--- config.mk ---
export PLATFORM = sky130hd
export DESIGN_NAME = eceg_decryptor
export DESIGN_NICKNAME = d
export VERILOG_FILES = /design/src/rtl/eceg_decryptor.sv
export SDC_FILE = /design/constraint.sdc
export NUM_CORES = 2
export LEC_CHECK = 0
export ABC_AREA = 1
export BUFFER_PORTS_ARGS = -buffer_cell sky130_fd_sc_hd__buf_4
export CAP_MARGIN = 20
export CELL_PAD_IN_SITES_DETAIL_PLACEMENT = 0
export CELL_PAD_IN_SITES_GLOBAL_PLACEMENT = 1
export CORE_MARGIN = 2
export CORE_UTILIZATION = 45
export CTS_CLUSTER_SIZE = 10
export DETAILED_ROUTE_END_ITERATION = 16
export HOLD_SLACK_MARGIN = 0.05
export PLACE_DENSITY = 0.85
export SLEW_MARGIN = 25
export SYNTH_ARGS = -nofsm -noshare
export SYNTH_HDL_FRONTEND = slang
export SYNTH_HIERARCHICAL = 1
export SYNTH_SLANG_ARGS = --single-unit
--- constraint.sdc ---
create_clock -name clk -period 124.4 [get_ports clk]
set_input_delay 37.32 -clock clk [delete_from_list [all_inputs] [get_ports clk]]
set_output_delay 37.32 -clock clk [all_outputs]
set_load 0.05 [all_outputs]
--- src/rtl/eceg_decryptor.sv ---
// EC-ElGamal decryption M = C2 - d*C1 over GF(PRIME), sharing one curve
// arithmetic unit between the scalar multiply and the final point add.
`timescale 1ns/1ps
`ifndef DATAWIDTH
`define DATAWIDTH 8
`endif
`ifndef P
`define P 17
`endif

// state    | meaning
// IDLE     | waiting for start
// DRAIN    | sub-unit may still run from before a reset; wait for its ready
// MUL_GO   | launch S = d*C1
// MUL_WAIT | wait for S
// NEG      | S := -S, detect C2 == S (infinite sum)
// ADD_GO   | launch C2 + (-S)
// ADD_WAIT | wait for M
// FIN      | done pulse
module eceg_decryptor #(
    parameter int DATAWIDTH = `DATAWIDTH,
    parameter int PRIME     = `P
) (
    input  logic                 clk,
    input  logic                 rst,
    input  logic                 start,
    input  logic [DATAWIDTH-1:0] d,
    input  logic [DATAWIDTH-1:0] c1x,
    input  logic [DATAWIDTH-1:0] c1y,
    input  logic [DATAWIDTH-1:0] c2x,
    input  logic [DATAWIDTH-1:0] c2y,
    output logic                 busy,
    output logic                 done,
    output logic                 err,
    output logic [DATAWIDTH-1:0] mx,
    output logic [DATAWIDTH-1:0] my
);
    typedef enum logic [2:0] {IDLE, DRAIN, MUL_GO, MUL_WAIT, NEG, ADD_GO, ADD_WAIT, FIN} state_t;
    state_t state, state_next;

    logic [DATAWIDTH-1:0] d_r, c1x_r, c1y_r, c2x_r, c2y_r, sx, sy, sy_neg;
    logic [DATAWIDTH-1:0] u_px, u_py, u_qx, u_qy;
    logic                 s_inf, drain, u_qinf, u_ready, ueca_en, in_wait, qual, s_hits_c2;
    logic [1:0]           wait_cnt;

    assign in_wait   = state inside {DRAIN, MUL_WAIT, ADD_WAIT};
    // the unit's ready may still be stale for two cycles after a launch
    assign qual      = in_wait && (wait_cnt == 2'd2) && u_ready;
    assign sy_neg    = (sy == '0) ? '0 : DATAWIDTH'(PRIME) - sy;
    assign s_hits_c2 = (sx == c2x_r) && (sy_neg != c2y_r);
    assign u_px      = (state == MUL_GO) ? c1x_r : c2x_r;
    assign u_py      = (state == MUL_GO) ? c1y_r : c2y_r;

    always_comb begin
        state_next = state;
        busy       = (state != IDLE);
        done       = (state == FIN);
        ueca_en    = (state == MUL_GO) || (state == ADD_GO);
        case (state)
            IDLE:     if (start) state_next = drain ? DRAIN : ((d == '0) ? FIN : MUL_GO);
            DRAIN:    if (qual) state_next = (d_r == '0) ? FIN : MUL_GO;
            MUL_GO:   state_next = MUL_WAIT;
            MUL_WAIT: if (qual) state_next = NEG;
            NEG:      state_next = (s_inf || s_hits_c2) ? FIN : ADD_GO;
            ADD_GO:   state_next = ADD_WAIT;
            ADD_WAIT: if (qual) state_next = FIN;
            FIN:      state_next = IDLE;
            default:  state_next = IDLE;
        endcase
    end

    always_ff @(posedge clk) begin
        if (rst) state <= IDLE;
        else     state <= state_next;
    end

    always_ff @(posedge clk) begin
        if (rst) begin
            d_r <= '0; c1x_r <= '0; c1y_r <= '0; c2x_r <= '0; c2y_r <= '0;
            sx <= '0; sy <= '0; s_inf <= 1'b0;
            err <= 1'b0; mx <= '0; my <= '0; wait_cnt <= '0;
            // the unit has no reset, so remember it may still be mid-operation
            drain <= (state inside {MUL_WAIT, ADD_WAIT, DRAIN}) || (drain && state == IDLE);
        end else begin
            if (state != state_next)                   wait_cnt <= '0;
            else if (in_wait && wait_cnt != 2'd2)      wait_cnt <= wait_cnt + 2'd1;
            case (state)
                IDLE: if (start) begin
                    d_r <= d; c1x_r <= c1x; c1y_r <= c1y; c2x_r <= c2x; c2y_r <= c2y;
                    err <= 1'b0;
                    if (!drain && d == '0) begin
                        err <= 1'b1; mx <= '0; my <= '0;
                    end
                end
                DRAIN: if (qual) begin
                    drain <= 1'b0;
                    if (d_r == '0) begin
                        err <= 1'b1; mx <= '0; my <= '0;
                    end
                end
                MUL_WAIT: if (qual) begin
                    sx <= u_qx; sy <= u_qy; s_inf <= u_qinf;
                end
                NEG: begin
                    if (s_inf) begin
                        mx <= c2x_r; my <= c2y_r;
                    end else if (s_hits_c2) begin
                        err <= 1'b1; mx <= '0; my <= '0;
                    end else begin
                        sy <= sy_neg;
                    end
                end
                ADD_WAIT: if (qual) begin
                    if (u_qinf) begin
                        err <= 1'b1; mx <= '0; my <= '0;
                    end else begin
                        mx <= u_qx; my <= u_qy;
                    end
                end
                default: ;
            endcase
        end
    end

    UECAUnit #(.DATAWIDTH(DATAWIDTH), .PRIME(PRIME)) u_ueca (
        .clk(clk), .enable(ueca_en), .mode(state == MUL_GO), .k(d_r),
        .Px(u_px), .Py(u_py), .P2x(sx), .P2y(sy),
        .Qx(u_qx), .Qy(u_qy), .qinf(u_qinf), .outReady(u_ready)
    );
endmodule

// Curve y^2 = x^3 + CURVE_A*x + b: mode=1 computes k*P, mode=0 computes P + P2.
// Inverses are found by a linear search, so latency depends on the operands.
module UECAUnit #(
    parameter int DATAWIDTH = `DATAWIDTH,
    parameter int PRIME     = `P,
    parameter int CURVE_A   = 2
) (
    input  logic                 clk,
    input  logic                 enable,
    input  logic                 mode,
    input  logic [DATAWIDTH-1:0] k,
    input  logic [DATAWIDTH-1:0] Px,
    input  logic [DATAWIDTH-1:0] Py,
    input  logic [DATAWIDTH-1:0] P2x,
    input  logic [DATAWIDTH-1:0] P2y,
    output logic [DATAWIDTH-1:0] Qx,
    output logic [DATAWIDTH-1:0] Qy,
    output logic                 qinf,
    output logic                 outReady
);
    localparam int W2 = 2 * DATAWIDTH;
    localparam logic [W2-1:0] PM = W2'(PRIME);
    typedef logic [DATAWIDTH-1:0] elem_t;
    localparam elem_t ONE = elem_t'(1);

    function automatic elem_t fmul(input elem_t a, input elem_t b);
        logic [W2-1:0] t;
        t = W2'(a) * W2'(b);
        return elem_t'(t % PM);
    endfunction
    function automatic elem_t fadd(input elem_t a, input elem_t b);
        logic [W2-1:0] t;
        t = W2'(a) + W2'(b);
        return elem_t'(t % PM);
    endfunction
    function automatic elem_t fsub(input elem_t a, input elem_t b);
        logic [W2-1:0] t;
        t = W2'(a) + PM - W2'(b);
        return elem_t'(t % PM);
    endfunction

    typedef enum logic [2:0] {U_DONE, U_STEP, U_SETUP, U_INV, U_APPLY} ustate_t;
    ustate_t ust;
    logic    is_mul, to_acc, acc_inf, base_inf, ainf, binf, op_done, r_inf;
    elem_t   kreg, acc_x, acc_y, base_x, base_y, ax, ay, bx, by, num, den, tinv, lam;
    elem_t   rx, ry, num_c, den_c, x3, sq;

    assign outReady = (ust == U_DONE);

    always_comb begin
        op_done = 1'b0; r_inf = 1'b0; rx = '0; ry = '0; num_c = '0; den_c = '0;
        sq = fmul(ax, ax);
        x3 = fsub(fsub(fmul(lam, lam), ax), bx);
        if (ust == U_SETUP) begin
            if (ainf) begin
                op_done = 1'b1; rx = bx; ry = by; r_inf = binf;
            end else if (binf) begin
                op_done = 1'b1; rx = ax; ry = ay;
            end else if (ax == bx && (ay != by || ay == '0)) begin
                op_done = 1'b1; r_inf = 1'b1;
            end else if (ax == bx) begin
                num_c = fadd(fadd(sq, sq), fadd(sq, elem_t'(CURVE_A)));
                den_c = fadd(ay, ay);
            end else begin
                num_c = fsub(by, ay);
                den_c = fsub(bx, ax);
            end
        end else if (ust == U_APPLY) begin
            op_done = 1'b1; rx = x3; ry = fsub(fmul(lam, fsub(ax, x3)), ay);
        end
    end

    always_ff @(posedge clk) begin
        if (enable) begin
            is_mul <= mode;
            if (mode) begin
                kreg <= k; acc_inf <= 1'b1; acc_x <= '0; acc_y <= '0;
                base_x <= Px; base_y <= Py; base_inf <= 1'b0; ust <= U_STEP;
            end else begin
                ax <= Px; ay <= Py; ainf <= 1'b0;
                bx <= P2x; by <= P2y; binf <= 1'b0; ust <= U_SETUP;
            end
        end else begin
            case (ust)
                U_STEP: begin
                    if (kreg == '0) begin
                        Qx <= acc_x; Qy <= acc_y; qinf <= acc_inf; ust <= U_DONE;
                    end else begin
                        // low bit set: acc += base, else base doubles and k shifts
                        if (kreg[0]) begin
                            ax <= acc_x; ay <= acc_y; ainf <= acc_inf; to_acc <= 1'b1; kreg[0] <= 1'b0;
                        end else begin
                            ax <= base_x; ay <= base_y; ainf <= base_inf; to_acc <= 1'b0; kreg <= kreg >> 1;
                        end
                        bx <= base_x; by <= base_y; binf <= base_inf; ust <= U_SETUP;
                    end
                end
                U_SETUP: if (!op_done) begin
                    num <= num_c; den <= den_c; tinv <= ONE; ust <= U_INV;
                end
                U_INV: begin
                    if (fmul(den, tinv) == ONE) begin
                        lam <= fmul(num, tinv); ust <= U_APPLY;
                    end else begin
                        tinv <= tinv + ONE;
                    end
                end
                default: ;
            endcase
            if (op_done) begin
                if (!is_mul) begin
                    Qx <= rx; Qy <= ry; qinf <= r_inf; ust <= U_DONE;
                end else if (to_acc) begin
                    acc_x <= rx; acc_y <= ry; acc_inf <= r_inf; ust <= U_STEP;
                end else begin
                    base_x <= rx; base_y <= ry; base_inf <= r_inf; ust <= U_STEP;
                end
            end
        end
    end
endmodule

Yosys cells after proc, flatten, opt, wreduce, memory -nomap -nowiden. Cells that the tools add are included.

Register bits after elaboration: 210. Bits of input ports: 43. Output and inout port bits: 19. Logic and storage cells: 310.

Add/subtract/negate cells: 19. Multipliers: 5. Div/mod/pow operators: 15. Equality and inequality tests: 38. Multiplexer cells: 143. Bitwise gates (word level): 3. Reduce and logical (&&, ||, !) cells: 49.

Operators by type and width (count): $mux W8 (78); $mod A16 B5 Y16 const B (15); $sub A16 B8 Y16 (6); $mul A8 B8 Y16 (5); $pmux W8 S4 (2); $add A8 B5 Y9 const B (6); $mux W1 (44); $logic_not A8 Y1 (5); $pmux W8 S2 (2); $mux W3 (10); $add A8 B8 Y9 (3); $ne A2 B2 Y1 const B (12); $pmux W3 S8 (1); $reduce_and A4 Y1 (5); $eq A8 B8 Y1 (2); $ne A8 B8 Y1 (2); $reduce_bool A2 Y1 (8); $eq A3 B3 Y1 const B (5); $reduce_and A3 Y1 (5); $eq A3 B2 Y1 const B (4); $ne A2 B1 Y1 const B (6); $add A8 B2 Y9 const B (1); $pmux W3 S3 (1); $add A8 B1 Y8 const B (1); other kinds (24) (43).

Depth between registers and ports, before layout.
Depth after elaboration: 21. Depth in mapped cells: 442. Gate-level depth less buffers: 440.

Hierarchy. The synthesis kept the hierarchy.

Modules (own cells, without submodules): UECAUnit (times used 1, cells each 5428, area an instance 34476.8 µm²); eceg_decryptor (times used 1, cells each 568, area an instance 3930.0 µm²).

Worst setup path before layout. No wires, ideal clock.

Path type: reg-to-reg. Start: register u_ueca.lam[7]. End: register u_ueca.Qy[6] (data pin). Data arrival time: 48508 ps. Path slack: 75637 ps. Stages on the path, launching flop included: 401. Period minus slack after synthesis: 48763 ps. Path through: edfxtp_1 -> clkbuf_1 -> nand2_1 -> fa_1 -> inv_1 -> fa_1 -> fa_1 -> inv_1 -> fa_1 -> inv_1 -> ha_1 -> a21oi_1 -> o21a_1 -> nand2_1 -> nand2_1 -> nand2_1 -> nand2_1 -> nand2_1 -> [365 not listed] -> inv_1 -> ha_1 -> nor4_1 -> nor2_1 -> inv_1 -> nand3_1 -> xor2_1 -> inv_1 -> ha_1 -> inv_1 -> nor4_1 -> nor2_1 -> nor2_1 -> inv_1 -> a21oi_1 -> o21ai_0 -> o21ai_0 -> inv_1.

Cells in the longest elaborated chain, start to end: 19.

Ends and longest elaborated chain: start, declared (line 176) `elem_t kreg, acc_x, acc_y, base_x, base_y, ax, ay, bx, by, num, den, tinv, lam;`; start signal, assigned (line 234) `lam <= fmul(num, tinv); ust <= U_APPLY;`; $mul A8 B8 Y16 (line 159) `t = W2'(a) * W2'(b);`; $mod A16 B5 Y16 (line 160) `return elem_t'(t % PM);`; $add A8 B5 Y9 (line 169) `t = W2'(a) + PM - W2'(b);`; $sub A16 B8 Y16 (line 169); $mod A16 B5 Y16 (line 170) `return elem_t'(t % PM);`; $add A8 B5 Y9 (line 169); $sub A16 B8 Y16 (line 169); $mod A16 B5 Y16 (line 170); [3 not listed]; $mod A16 B5 Y16 * (line 160); $add A8 B5 Y9 * (line 169); $sub A16 B8 Y16 * (line 169); $mod A16 B5 Y16 * (line 170); $mux W8 * (line 199) `end else if (ust == U_APPLY) begin`; $mux W8 * (line 185) `if (ust == U_SETUP) begin`; $mux W8 * (line 242) `if (!is_mul) begin`; $mux W8 * (line 241) `if (op_done) begin`; end signal, assigned (line 218) `Qx <= acc_x; Qy <= acc_y; qinf <= acc_inf; ust <= U_DONE;`; end signal, assigned (line 243) `Qx <= rx; Qy <= ry; qinf <= r_inf; ust <= U_DONE;`; end, declared (line 148) `output logic [DATAWIDTH-1:0] Qy,`.

Every way passes the cells marked *; elsewhere a longest branch is shown, timed or not. A chain may end at the register's enable or synchronous reset.

Final worst setup path. Ends and elaborated chain as after synthesis.

==> flow_metrics.py <==
metrics = {
    "layout": {
        "drive_above_1_share_pct": 9.35,
        "design_area_sq_um": 40700,
        "area_growth_pct": 5.98,
        "fill_cells": 8790,
        "fin_util_pct": 48.0,
        "nNetsFinal": 6526,
        "n_antenna_cell": 0,
    },
    "floorplan": {
        "rows": 107,
        "die_y_um": 296,
        "die_x_um": 296,
        "ios": 62,
        "die_area_sq_um": 87700,
        "start_util_pct": 45.2,
        "core-area_sq_um": 84900,
    },
    "clock_network": {
        "h-tree-depth": 1,
        "clk_latency_ns": 0.54,
        "postCtsSetupBuffers": 0,
        "clk_path_buf_depth": 3,
        "numCtsBuffers": 26,
        "clock_tree.root_cell": "clkbuf_16",
        "cts.repair.resized": 0,
        "clk_pin_slew_worst_paths_ns": 0.05,
        "cts_tree": "yes",
        "cts_hold_buffers": 0,
        "clock-sinks": 210,
    },
    "logic_synthesis": {
        "synthCells": 5996,
        "synthArstFlopShare_pct": 0,
        "yosys_most_used_dff": "edfxtp_1",
        "synth_nets": 6533,
        "netlist_area_sq_um": 38400,
        "synth-seq-area-share_pct": 14.4,
        "synth_edf_count": 131,
        "yosys.cell_count.top_type": "nand2_1",
        "ys_seq_elements": 210,
        "synth_top_area_cell": "nand2_1",
        "ys_top_cells_by_count": "nand2_1 (1469), inv_1 (1105), nor2_1 (588), nand3_1 (335), ha_1 (324)",
        "ys_types": 86,
        "netlist.area_leader.share_pct": 14.4,
        "netlist_top_cells_area": "nand2_1 (14%), inv_1 (11%), ha_1 (11%)",
        "ys_warn_count": 6,
        "synth_area_per_cell_sq_um": 6.41,
    },
    "sta": {
        "setup_viol": 0,
        "finClkSkew_ns": 0.0304,
        "slew_headroom_pct": 42.5,
        "report.final.slew_viol_count": 0,
        "fmax_ghz": 0.0180,
        "period_share_pct": 44.7,
        "final-hold-violation-count": 0,
        "period_minus_slack_ns": 55.59,
        "worstMarginPinSlew_ns": 0.861,
        "fin_setup_tns_ns": 0,
        "rsz0062_at_grt": "false",
    },
    "worst_setup_path": {
        "crit_top_cell": "nand2_1",
        "cp-start-kind": "flip-flop",
        "arrival_ns": 55.87,
        "max_stage_delay_ns": 0.64,
        "cp-startpoint": "u_ueca/lam[7]$_DFFE_PP_",
        "end_kind": "flip-flop",
        "critPathBufInv": 69,
        "crit_type": "reg -> reg",
        "cp_slowest_cell": "xnor2_1",
        "r2r-start": "u_ueca/lam[7]$_DFFE_PP_",
        "cp.required_ns": 124.68,
        "crit_fanout": 11,
        "crit_family": "simple AND/OR/NAND/NOR gates",
    },
    "global_routing": {
        "grt_max_degree": 81,
        "grt_pass1_vias": 33375,
        "grt_pass1_wl_mm": 155,
        "track_usage_pct": 20.6,
        "antenna_found_initial": 0,
        "gr-total-overflow": 0,
    },
    "place": {
        "dp_hpwl_mm": 74.6,
        "place_area_sq_um": 39900,
        "portBuffers": 61,
        "gp_congestion": 0.884,
    },
    "detailed_routing": {
        "post_drt_wl_per_cell_um": 12.6,
        "drc": 0,
        "vias": 35270,
        "ant_nets": 0,
        "routed_via_density": 4.93,
        "wirelength_mm": 90.2,
        "drtIter0Drc": 2055,
        "drt_pass1_iterations": 5,
    },
    "hold_path": {
        "worstHoldPathType": "reg -> reg",
        "hold_start": "c1x_r[3]$_SDFFE_PP0P_",
    },
    "job": {
        "drv_cap": 0,
    },
    "status": {
        "status": "complete, no violations",
    },
}
-- cells by family after synthesis --
logic type,count (synthesis),synth area share [%]
fa+ha+maj,494,19.4
compound gates,764,11.4
buf+inv,1296,13.0
xor+xnor,282,6.58
mux,1,0.0293
simple gates,2947,35.2
other cells,2,0.0196
flops,210,14.4
-- placed cells by master (no fill, tap or decap), types with 157 or more instances in the layout --
master and count:
ha_1 324, inv_1 1105, xor2_1 206, a21oi_1 228
fa_1 170, nor2_1 588, nand2_1 1468, o21ai_0 309
nand2_2 157, nand3_1 335
-- per-stage QoR --
step | hold slack (ns) | setup slack [ns] | std cells
final | 0.464 | 68.81 | 7152
after global routing | 0.475 | 61.37 | 7152
after CTS | 0.464 | 68.98 | 7152
after detailed placement | 0.456 | 69.23 | 7105
after global placement | 0.454 | 70.64 | 7105
after floorplan | 0.439 | 75.64 | 5996
-- layout make-up --
class	instances	area, sq um	share of cell area (%)
flip-flops and latches	210	5520	13.5
well taps	1144	1430	3.52
clock buffers	45	773	1.90
multi-input cells	4490	27900	68.6
repair buffers	79	593	1.46
clock inverters	2	16.3	0.0400
inverters	1182	4470	11.0
-- worst paths after layout --
path                            end  cells past startpoint  slack [ns]
max reg2reg  u_ueca/Qy[6]$_DFFE_PN_                    399       68.81
min           c1x_r[3]$_SDFFE_PP0P_                      2        0.46
max          u_ueca/Qy[6]$_DFFE_PN_                    399       68.81
min reg2reg   c1x_r[3]$_SDFFE_PP0P_                      2        0.46
-- worst reg2reg max path, delay by kind of cell, from the launching register on --
family / cells / cell delay [ns]
simple gates: 232 / 26.66
fa+ha+maj: 32 / 10.14
compound gates: 53 / 9.23
buf+inv: 69 / 5.37
xor+xnor: 13 / 3.46
flops: 1 / 0.56
-- metal layers --
metal	global-route usage, %	vias up	routed length [um]
li1	-	18855	-
met1	28.7	15846	44900
met2	35.6	496	41400
met3	1.26	73	2620
met4	3.15	0	1280
met5	0	-	0
Power is left out: the tool's default activity adds up to more than one toggle a clock period on the data nets, which glitch-free logic cannot reach.
